File: config.mk
export PLATFORM = sky130hd
export DESIGN_NAME = therm14_gen_flat
export DESIGN_NICKNAME = d
export VERILOG_FILES = /design/src/rtl/therm14_gen_if.sv /design/src/rtl/therm14_gen.sv /design/src/flat_wrapper.sv
export SDC_FILE = /design/constraint.sdc
export NUM_CORES = 1
export LEC_CHECK = 0
export CAP_MARGIN = 10
export CORE_ASPECT_RATIO = 1.75
export CORE_UTILIZATION = 40
export CTS_CLUSTER_DIAMETER = 80
export DETAILED_ROUTE_END_ITERATION = 8
export HOLD_SLACK_MARGIN = 0.12
export PLACE_DENSITY = 0.7
export SYNTH_ARGS = -nofsm -noshare
export SYNTH_HDL_FRONTEND = slang
export SYNTH_SLANG_ARGS = --single-unit
File: constraint.sdc
create_clock -name clk -period 2.1 [get_ports clk]
set_input_delay 0.42 -clock clk [delete_from_list [all_inputs] [get_ports clk]]
set_output_delay 0.42 -clock clk [all_outputs]
set_load 0.05 [all_outputs]
File: src/rtl/therm14_gen_if.sv
// therm14_gen_if: code handshake and thermometer output bundle for therm14_gen.
// THERM14_BUBBLE_INJ_EN adds the bubble-injection fields to the code side.
interface therm14_gen_if #(parameter int HOLD_W = 8);
    logic [3:0]        code_i;
    logic              code_valid_i;
    logic              code_ready_o;
    logic [HOLD_W-1:0] hold_i;
    logic [13:0]       therm_o;
    logic              therm_valid_o;
    logic              sat_o;
`ifdef THERM14_BUBBLE_INJ_EN
    logic              inj_en_i;
    logic [3:0]        inj_pos_i;
    modport master (output code_i, code_valid_i, hold_i, inj_en_i, inj_pos_i,
                    input code_ready_o, therm_o, therm_valid_o, sat_o);
    modport slave (input code_i, code_valid_i, hold_i, inj_en_i, inj_pos_i,
                   output code_ready_o, therm_o, therm_valid_o, sat_o);
`else
    modport master (output code_i, code_valid_i, hold_i,
                    input code_ready_o, therm_o, therm_valid_o, sat_o);
    modport slave (input code_i, code_valid_i, hold_i,
                   output code_ready_o, therm_o, therm_valid_o, sat_o);
`endif
endinterface

File: src/rtl/therm14_gen.sv
// therm14_gen: 4-bit code to registered 14-bit thermometer word, held for a programmable window.
// THERM14_BUBBLE_INJ_EN builds optional single-bit bubble injection into the presented word.
module therm14_gen #(
    parameter int HOLD_W = 8
) (
    input  logic       clk,
    input  logic       rst_n,
    therm14_gen_if.slave bus
);
    typedef enum logic {IDLE, HOLD} state_t;
    state_t            state, state_nxt;
    logic [HOLD_W-1:0] cnt, cnt_nxt;
    logic [13:0]       therm, word, word_inj;
    logic              sat, sat_word, acc;
    always_comb begin
        sat_word = bus.code_i > 4'd13;
        word     = sat_word ? 14'h1FFF : (14'd1 << bus.code_i) - 14'd1;
`ifdef THERM14_BUBBLE_INJ_EN
        // bubble goes in after saturation so saturated words can be corrupted too
        word_inj = word ^ ((bus.inj_en_i && bus.inj_pos_i <= 4'd13) ? (14'd1 << bus.inj_pos_i) : 14'd0);
`else
        word_inj = word;
`endif
    end
    assign bus.code_ready_o  = rst_n & (state == IDLE | cnt == '0);
    assign acc               = bus.code_valid_i & bus.code_ready_o;
    assign bus.therm_o       = therm;
    assign bus.therm_valid_o = state == HOLD;
    assign bus.sat_o         = sat;
    always_comb begin
        state_nxt = state;
        cnt_nxt   = cnt;
        if (acc) begin
            state_nxt = HOLD;
            cnt_nxt   = (bus.hold_i == '0) ? '0 : bus.hold_i - HOLD_W'(1);
        end else if (state == HOLD && cnt != '0)
            cnt_nxt = cnt - HOLD_W'(1);
        else
            state_nxt = IDLE;
    end
    always_ff @(posedge clk) begin
        if (!rst_n) begin
            state <= IDLE;
            cnt   <= '0;
            therm <= '0;
            sat   <= 1'b0;
        end else begin
            state <= state_nxt;
            cnt   <= cnt_nxt;
            if (acc) therm <= word_inj;
            sat   <= acc & sat_word;
        end
    end
endmodule

File: src/flat_wrapper.sv
// flat-port wrapper written by rule: the top's interface ports become plain ports
module therm14_gen_flat 
#(
    parameter int HOLD_W = 8
)
  (clk, rst_n, bus_code_i, bus_code_valid_i, bus_hold_i, bus_code_ready_o, bus_therm_o, bus_therm_valid_o, bus_sat_o);
  therm14_gen_if #(.HOLD_W(HOLD_W)) bus_i ();
  input  logic clk;
  input  logic rst_n;
  input wire logic [$bits(bus_i.code_i)-1:0] bus_code_i;
  input wire logic [$bits(bus_i.code_valid_i)-1:0] bus_code_valid_i;
  input wire logic [$bits(bus_i.hold_i)-1:0] bus_hold_i;
  output wire logic [$bits(bus_i.code_ready_o)-1:0] bus_code_ready_o;
  output wire logic [$bits(bus_i.therm_o)-1:0] bus_therm_o;
  output wire logic [$bits(bus_i.therm_valid_o)-1:0] bus_therm_valid_o;
  output wire logic [$bits(bus_i.sat_o)-1:0] bus_sat_o;
  assign bus_i.code_i = bus_code_i;
  assign bus_i.code_valid_i = bus_code_valid_i;
  assign bus_i.hold_i = bus_hold_i;
  assign bus_code_ready_o = bus_i.code_ready_o;
  assign bus_therm_o = bus_i.therm_o;
  assign bus_therm_valid_o = bus_i.therm_valid_o;
  assign bus_sat_o = bus_i.sat_o;
  therm14_gen #(.HOLD_W(HOLD_W)) u_core (.clk(clk), .rst_n(rst_n), .bus(bus_i));
endmodule
==> results.toml, run 1 <==
[hold_path]
whs_path_depth = 2
hold_class = "register to register"

[global_routing]
grt_util_all_layers_pct = 19.6
met1_usage_pct = 19.3
overflow = 0
gr-usage-met2_pct = 39.5
grt_max_degree = 21
grt_pass1_wl_microns = 6340
top_usage_layer = "met2"
grt_antenna_before_repair = 0
grt_pass1_vias = 1452
grt_util_met3_pct = 1.99

[sta]
worstMarginPinSlew_ps = 494
finalCriticalPeriod_ps = 2030
maxSlewViolCount = 0
setup_viol = 0
fmax_mhz = 492
grt_setup_unrepaired = "false"
skew_ps = 2.22
hold_violations = 0
finalCritPeriodShare_pct = 96.7
max_slew_margin_pct = 67.0

[floorplan]
core_sq_mm = 0.00366
die_w_microns = 49.3
std_cell_rows = 29
dieHeight_microns = 84.8
initial_core_util_pct = 42.7
ios = 32
die_area_sq_mm = 0.00418

[place]
gp_congestion = 0.814
placed_cell_area_sq_mm = 0.00205
dp_hpwl_microns = 2930
io_buffers = 31

[clock_tree]
clk_pin_slew_ps = 80
insertion_delay_ps = 260
cts_tree = "yes"
cts_buffers = 3
hold_buffers = 0
root_buffer = "clkbuf_8"
cts_htree_levels = 1
numClockSinks = 24
clock_path_buffers = 2

[drt]
antenna_left = 0
vias = 1528
drt-wirelength-per-cell_microns = 13.3
firstDrtPassIters = 4
drt_iter0_markers = 43
vias_per_cell = 5.44
drt_drc_violations_left = 0
finalWirelength_microns = 3730

[synthesis]
synth-edff-count = 0
synth_cells = 191
synth_cell_type_count = 50
postSynthAreaPerCell_sq_um = 8.20
synth_flop_cell = "dfxtp_1"
syn_nets = 210
netlist_area_sq_mm = 0.00157
yosys_warnings = 0
ys_ff_latch = 24
synth_async_sr_flop_share_pct = 0
seq_area_frac_synth_pct = 30.7

[final_layout]
regArea_sq_um = 480
multi_input_comb_area_sq_um = 992
final_cell_mix = "clkdlybuf4s50_1, buf_4, dfxtp_1"
n_antenna_cell = 0
fin_nets = 256
final_layout_size_suffix_gt1_share_pct = 18.3
n_fill_cell = 351
stdcell_area_sq_mm = 0.00211
area_delta_synth_final_pct = 34.9
layout_commonest_cell = "clkdlybuf4s50_1"

[power]
leakagePower_uw = 0.000787
peakVddDrop_mv = 0.405
power_density_mw_per_mm2 = 635
total_power_uw = 1340

[run_status]
status = "completed"

[setup_path]
crit_arrival_ps = 1610
path_class = "register to output port"
crit_path_max_fanout = 4
endpoint_kind = "output port"
start_kind = "register"
required_ps = 1680
r2r_cells = 8

[flow_run]
drv_cap = 0
==> worst paths after layout <==
kind | from | to | slack, ps
worst max-delay path | u_core.cnt[0] | bus_code_ready_o | 70
worst min-delay path | u_core.bus.therm_o[7] | u_core.bus.therm_o[7] | 460
worst min register to register | u_core.bus.therm_o[7] | u_core.bus.therm_o[7] | 460
worst max register to register | u_core.cnt[0] | u_core.bus.therm_o[6] | 320
==> flip-flops by register name, indices dropped and copies added (netlist names) <==
register	cells
u_core.bus.sat_o	1
u_core.cnt	8
u_core.bus.therm_o	14
u_core.bus.therm_valid_o	1
==> stage by stage <==
stage,util [%],setup WS (ps),hold slack [ps],cells,setup TNS (ps)
CTS,57.2,30.8,468,281,0
global placement,55.8,-139,443,277,-608
finish,57.6,68.3,462,281,0
global route,57.6,1.72,488,281,0
detailed placement,55.8,-185,456,277,-855
floorplan,-,26.8,511,191,0
==> report_power, final <==
part	internal (uW)	switching [uW]	total [uW]
registers	499	39.1	538
clock network	128	137	266
logic	238	298	536
==> per-layer routing <==
metal  share of wire (%)  up-vias
li1                    -      780
met1                  38      698
met2                  57       41
met3                 2.6        9
met4                 2.5        0
met5                   0        -
==> synthesized netlist by cell type, types with 2 or more instances <==
| library cell | instances | area (sq um) |
|---|---|---|
| and2_1 | 2 | 12.5 |
| o21a_1 | 4 | 30.0 |
| mux2i_1 | 2 | 20.0 |
| nand2_1 | 16 | 60.1 |
| a21oi_1 | 11 | 55.1 |
| buf_6 | 3 | 33.8 |
| o221ai_2 | 2 | 30.0 |
| nor3_2 | 3 | 30.0 |
| nor3b_1 | 2 | 15.0 |
| nand4_1 | 2 | 12.5 |
| and3_1 | 3 | 18.8 |
| dfxtp_1 | 24 | 480 |
| clkbuf_1 | 7 | 26.3 |
| nor2b_1 | 2 | 12.5 |
| a31oi_1 | 3 | 18.8 |
| a21oi_2 | 2 | 17.5 |
| o21ai_0 | 12 | 60.1 |
| or3_1 | 2 | 12.5 |
| xor2_1 | 2 | 17.5 |
| xnor2_1 | 3 | 26.3 |
| o211ai_1 | 3 | 22.5 |
| nor3_1 | 4 | 20.0 |
| ha_1 | 4 | 50.1 |
| buf_2 | 4 | 20.0 |
| nor4b_4 | 2 | 47.6 |
| o31a_1 | 2 | 17.5 |
| nor2_1 | 22 | 82.6 |
| a21o_1 | 2 | 15.0 |
| inv_1 | 8 | 30.0 |
| a211oi_1 | 3 | 22.5 |
| o21ai_1 | 2 | 10.0 |
| nand3_1 | 7 | 35.0 |
| nand2b_1 | 3 | 18.8 |
| a311oi_1 | 2 | 17.5 |
==> critical path, cell delays in order, from the launching register on <==
cell	delay, ps
dfxtp_1	320
inv_1	120
ha_4	170
nor4b_4	220
a21bo_1	190
and2_1	180
buf_12	140
==> cell families (layout without fill, tap and decap cells) <==
| kind of cell | count (synthesis) | in the layout | share of synthesized area, % |
|---|---|---|---|
| adder cells (fa/ha/maj) | 4 | 4 | 3.20 |
| AO/OA/AOI/OAI | 58 | 58 | 26.0 |
| multiplexers | 2 | 2 | 1.28 |
| buffers and inverters | 22 | 66 | 7.03 |
| flip-flops | 24 | 24 | 30.7 |
| AND/OR/NAND/NOR | 76 | 76 | 29.0 |
| XOR/XNOR | 5 | 5 | 2.80 |
==> final cells by class <==
cell class / instances / share of cell area [%]
Tap cell: 46 / 2.73
Timing Repair Buffer: 55 / 24.2
Clock buffer: 3 / 1.95
Sequential cell: 24 / 22.7
Inverter: 8 / 1.42
Multi-Input combinational cell: 145 / 47.0
==> repair_timing <==
item                                    4_1_cts  5_1_grt
resized for setup                             1        3
setup buffers                                 1        0
endpoints found under the setup margin        1        6
pin swaps                                     0        0
Note: power is estimated with default switching activity, not from simulation.
==> inputs of run 2 (changes only) <==
--- a/config.mk
+++ b/config.mk
@@ -7,11 +7,13 @@
 export LEC_CHECK = 0
 export CAP_MARGIN = 10
 export CORE_ASPECT_RATIO = 1.75
+export CORE_MARGIN = 2
 export CORE_UTILIZATION = 40
 export CTS_CLUSTER_DIAMETER = 80
 export DETAILED_ROUTE_END_ITERATION = 8
 export HOLD_SLACK_MARGIN = 0.12
 export PLACE_DENSITY = 0.7
+export RECOVER_POWER = 50
 export SYNTH_ARGS = -nofsm -noshare
 export SYNTH_HDL_FRONTEND = slang
 export SYNTH_SLANG_ARGS = --single-unit
==> results.toml, run 2 (synthesized netlist as in run 1, its figures left out) <==
[final_layout]
final_layout_size_suffix_gt1_share_pct = 19.1
regArea_sq_um = 480
area_delta_synth_final_pct = 36.0
n_fill_cell = 373
largest_reg_flops = 14
fin_nets = 256
n_antenna_cell = 0
multi_input_comb_area_sq_um = 992
stdcell_area_sq_mm = 0.00213
final_cell_mix = "buf_4, dfxtp_1, nor2_1"

[flow_run]
drv_cap = 0

[sta]
max_slew_margin_pct = 66.1
fin_setup_tns_ps = 0
hold_violations = 0
fmax_mhz = 496
finalCriticalPeriod_ps = 2020
maxSlewViolCount = 0
skew_ps = 4.23
worstMarginPinSlew_ps = 507
setup_viol = 0
grt_setup_unrepaired = "true"
finalCritPeriodShare_pct = 96.0

[global_routing]
grt_util_met3_pct = 1.21
grt_max_degree = 21
gr-usage-met2_pct = 35.1
top_usage_layer = "met2"
overflow = 0
grt_pass1_vias = 1509
grt_pass1_wl_microns = 6370
met1_usage_pct = 18.6
grt_util_all_layers_pct = 18.6
grt_antenna_before_repair = 0

[setup_path]
max_stage_delay_ps = 370
rr_startpoint = "u_core.cnt[1]"
start_kind = "register"
crit_family = "flip-flops"
endpoint_kind = "output port"
r2r_setup_slack_ps = 290
r2r_cells = 8
crit_arrival_ps = 1600
path_buf_inv = 2
crit_path_max_fanout = 4
r2r_end = "u_core.bus.therm_o[1]"
path_class = "register to output port"
required_ps = 1680
crit_chain = "inv_1, ha_4, nor4b_4, a21bo_2, and2_1, buf_12"
crit_slowest_cell = "dfxtp_1"

[run_status]
status = "completed"

[floorplan]
die_w_microns = 51.3
initial_core_util_pct = 40.9
ios = 32
std_cell_rows = 30
dieHeight_microns = 86.8
core_sq_mm = 0.00383
die_area_sq_mm = 0.00445

[clock_tree]
clk_pin_slew_ps = 90
numClockSinks = 24
cts_htree_levels = 1
root_buffer = "clkbuf_8"
insertion_delay_ps = 280
clock_path_buffers = 2
cts_tree = "yes"
cts_buffers = 3

[hold_path]
hp-start = "u_core.bus.therm_o[9]"
hold_class = "register to register"
whs_path_depth = 2
min_to = "u_core.bus.therm_o[9]"

[drt]
firstDrtPassIters = 4
finalWirelength_microns = 3800
vias = 1561
drt_iter0_markers = 42
vias_per_cell = 5.50
drt_drc_violations_left = 0
antenna_left = 0
drt-wirelength-per-cell_microns = 13.4

[power]
total_power_uw = 1500
power_density_mw_per_mm2 = 707
peakVddDrop_mv = 0.322
leakagePower_uw = 0.000819

[place]
placed_cell_area_sq_mm = 0.00203
gp_congestion = 0.784
io_buffers = 31
dp_hpwl_microns = 2860
-- run 2: changes by cell type in the layout (fill, tap and decap cells not counted), sizes merged --
cell,change
buf,-1
clkbuf,+1
clkdlybuf4s50,-10
dlygate4sd3,+10
bufinv,+1
-- run 2: worst register-to-register path: cells and delay by family, from the launching register on --
kind / cells / cell delay, ps
AOI/OAI and AO/OA: 2 / 490
and+or+nand+nor: 2 / 270
adders and majority gates: 1 / 170
DFF: 1 / 370
buffers and inverters: 3 / 410
-- run 2: worst max-delay path by stage --
stage | slack (ps) | startpoint | cells after the start | endpoint
3_5_place_dp | -220 | bus_code_i[1] | 8 | u_core.bus.therm_o[6]
2_1_floorplan | 30 | bus_code_i[1] | 8 | u_core.bus.therm_o[6]
4_1_cts | 40 | u_core.cnt[0] | 6 | bus_code_ready_o
5_1_grt | 5 | bus_code_i[1] | 9 | u_core.bus.therm_o[10]
3_3_place_gp | -160 | bus_code_i[1] | 8 | u_core.bus.therm_o[6]
6_report | 80 | u_core.cnt[1] | 6 | bus_code_ready_o
-- run 2: cell type report --
class / count / share of cell area (%)
multi-input combinational: 145 / 46.6
timing repair buffer: 55 / 23.2
sequential: 24 / 22.6
tap: 48 / 2.82
clock buffer: 3 / 1.94
clock inverter: 1 / 1.41
inverter: 8 / 1.41
-- run 2: metrics by stage --
step / util, % / setup WS, ps / hold WS, ps / instances
final: 55.6 / 84.0 / 457 / 284
after CTS: 55.3 / 41.7 / 466 / 284
after global placement: 53.0 / -161 / 442 / 278
after detailed placement: 53.0 / -219 / 453 / 278
after floorplan: - / 26.8 / 511 / 191
after global routing: 55.6 / 4.76 / 477 / 284
-- run 2: where the power goes --
part	internal (uW)	switching, uW
Sequential	499	42.9
Combinational	238	303
Clock	256	166
Total	993	511
-- run 2: timing repair --
action / CTS / global route
setup buffers: 2 / 0
hold buffers: 0 / 0
setup endpoints to repair: 1 / 5
resized for setup: 2 / 3
pin swaps: 1 / 0
-- run 2: layer usage --
| layer | part of all wire [%] | up-vias |
|---|---|---|
| li1 | - | 780 |
| met1 | 36 | 715 |
| met4 | 5.3 | 0 |
| met2 | 55 | 50 |
| met3 | 3.7 | 16 |
| met5 | 0 | - |
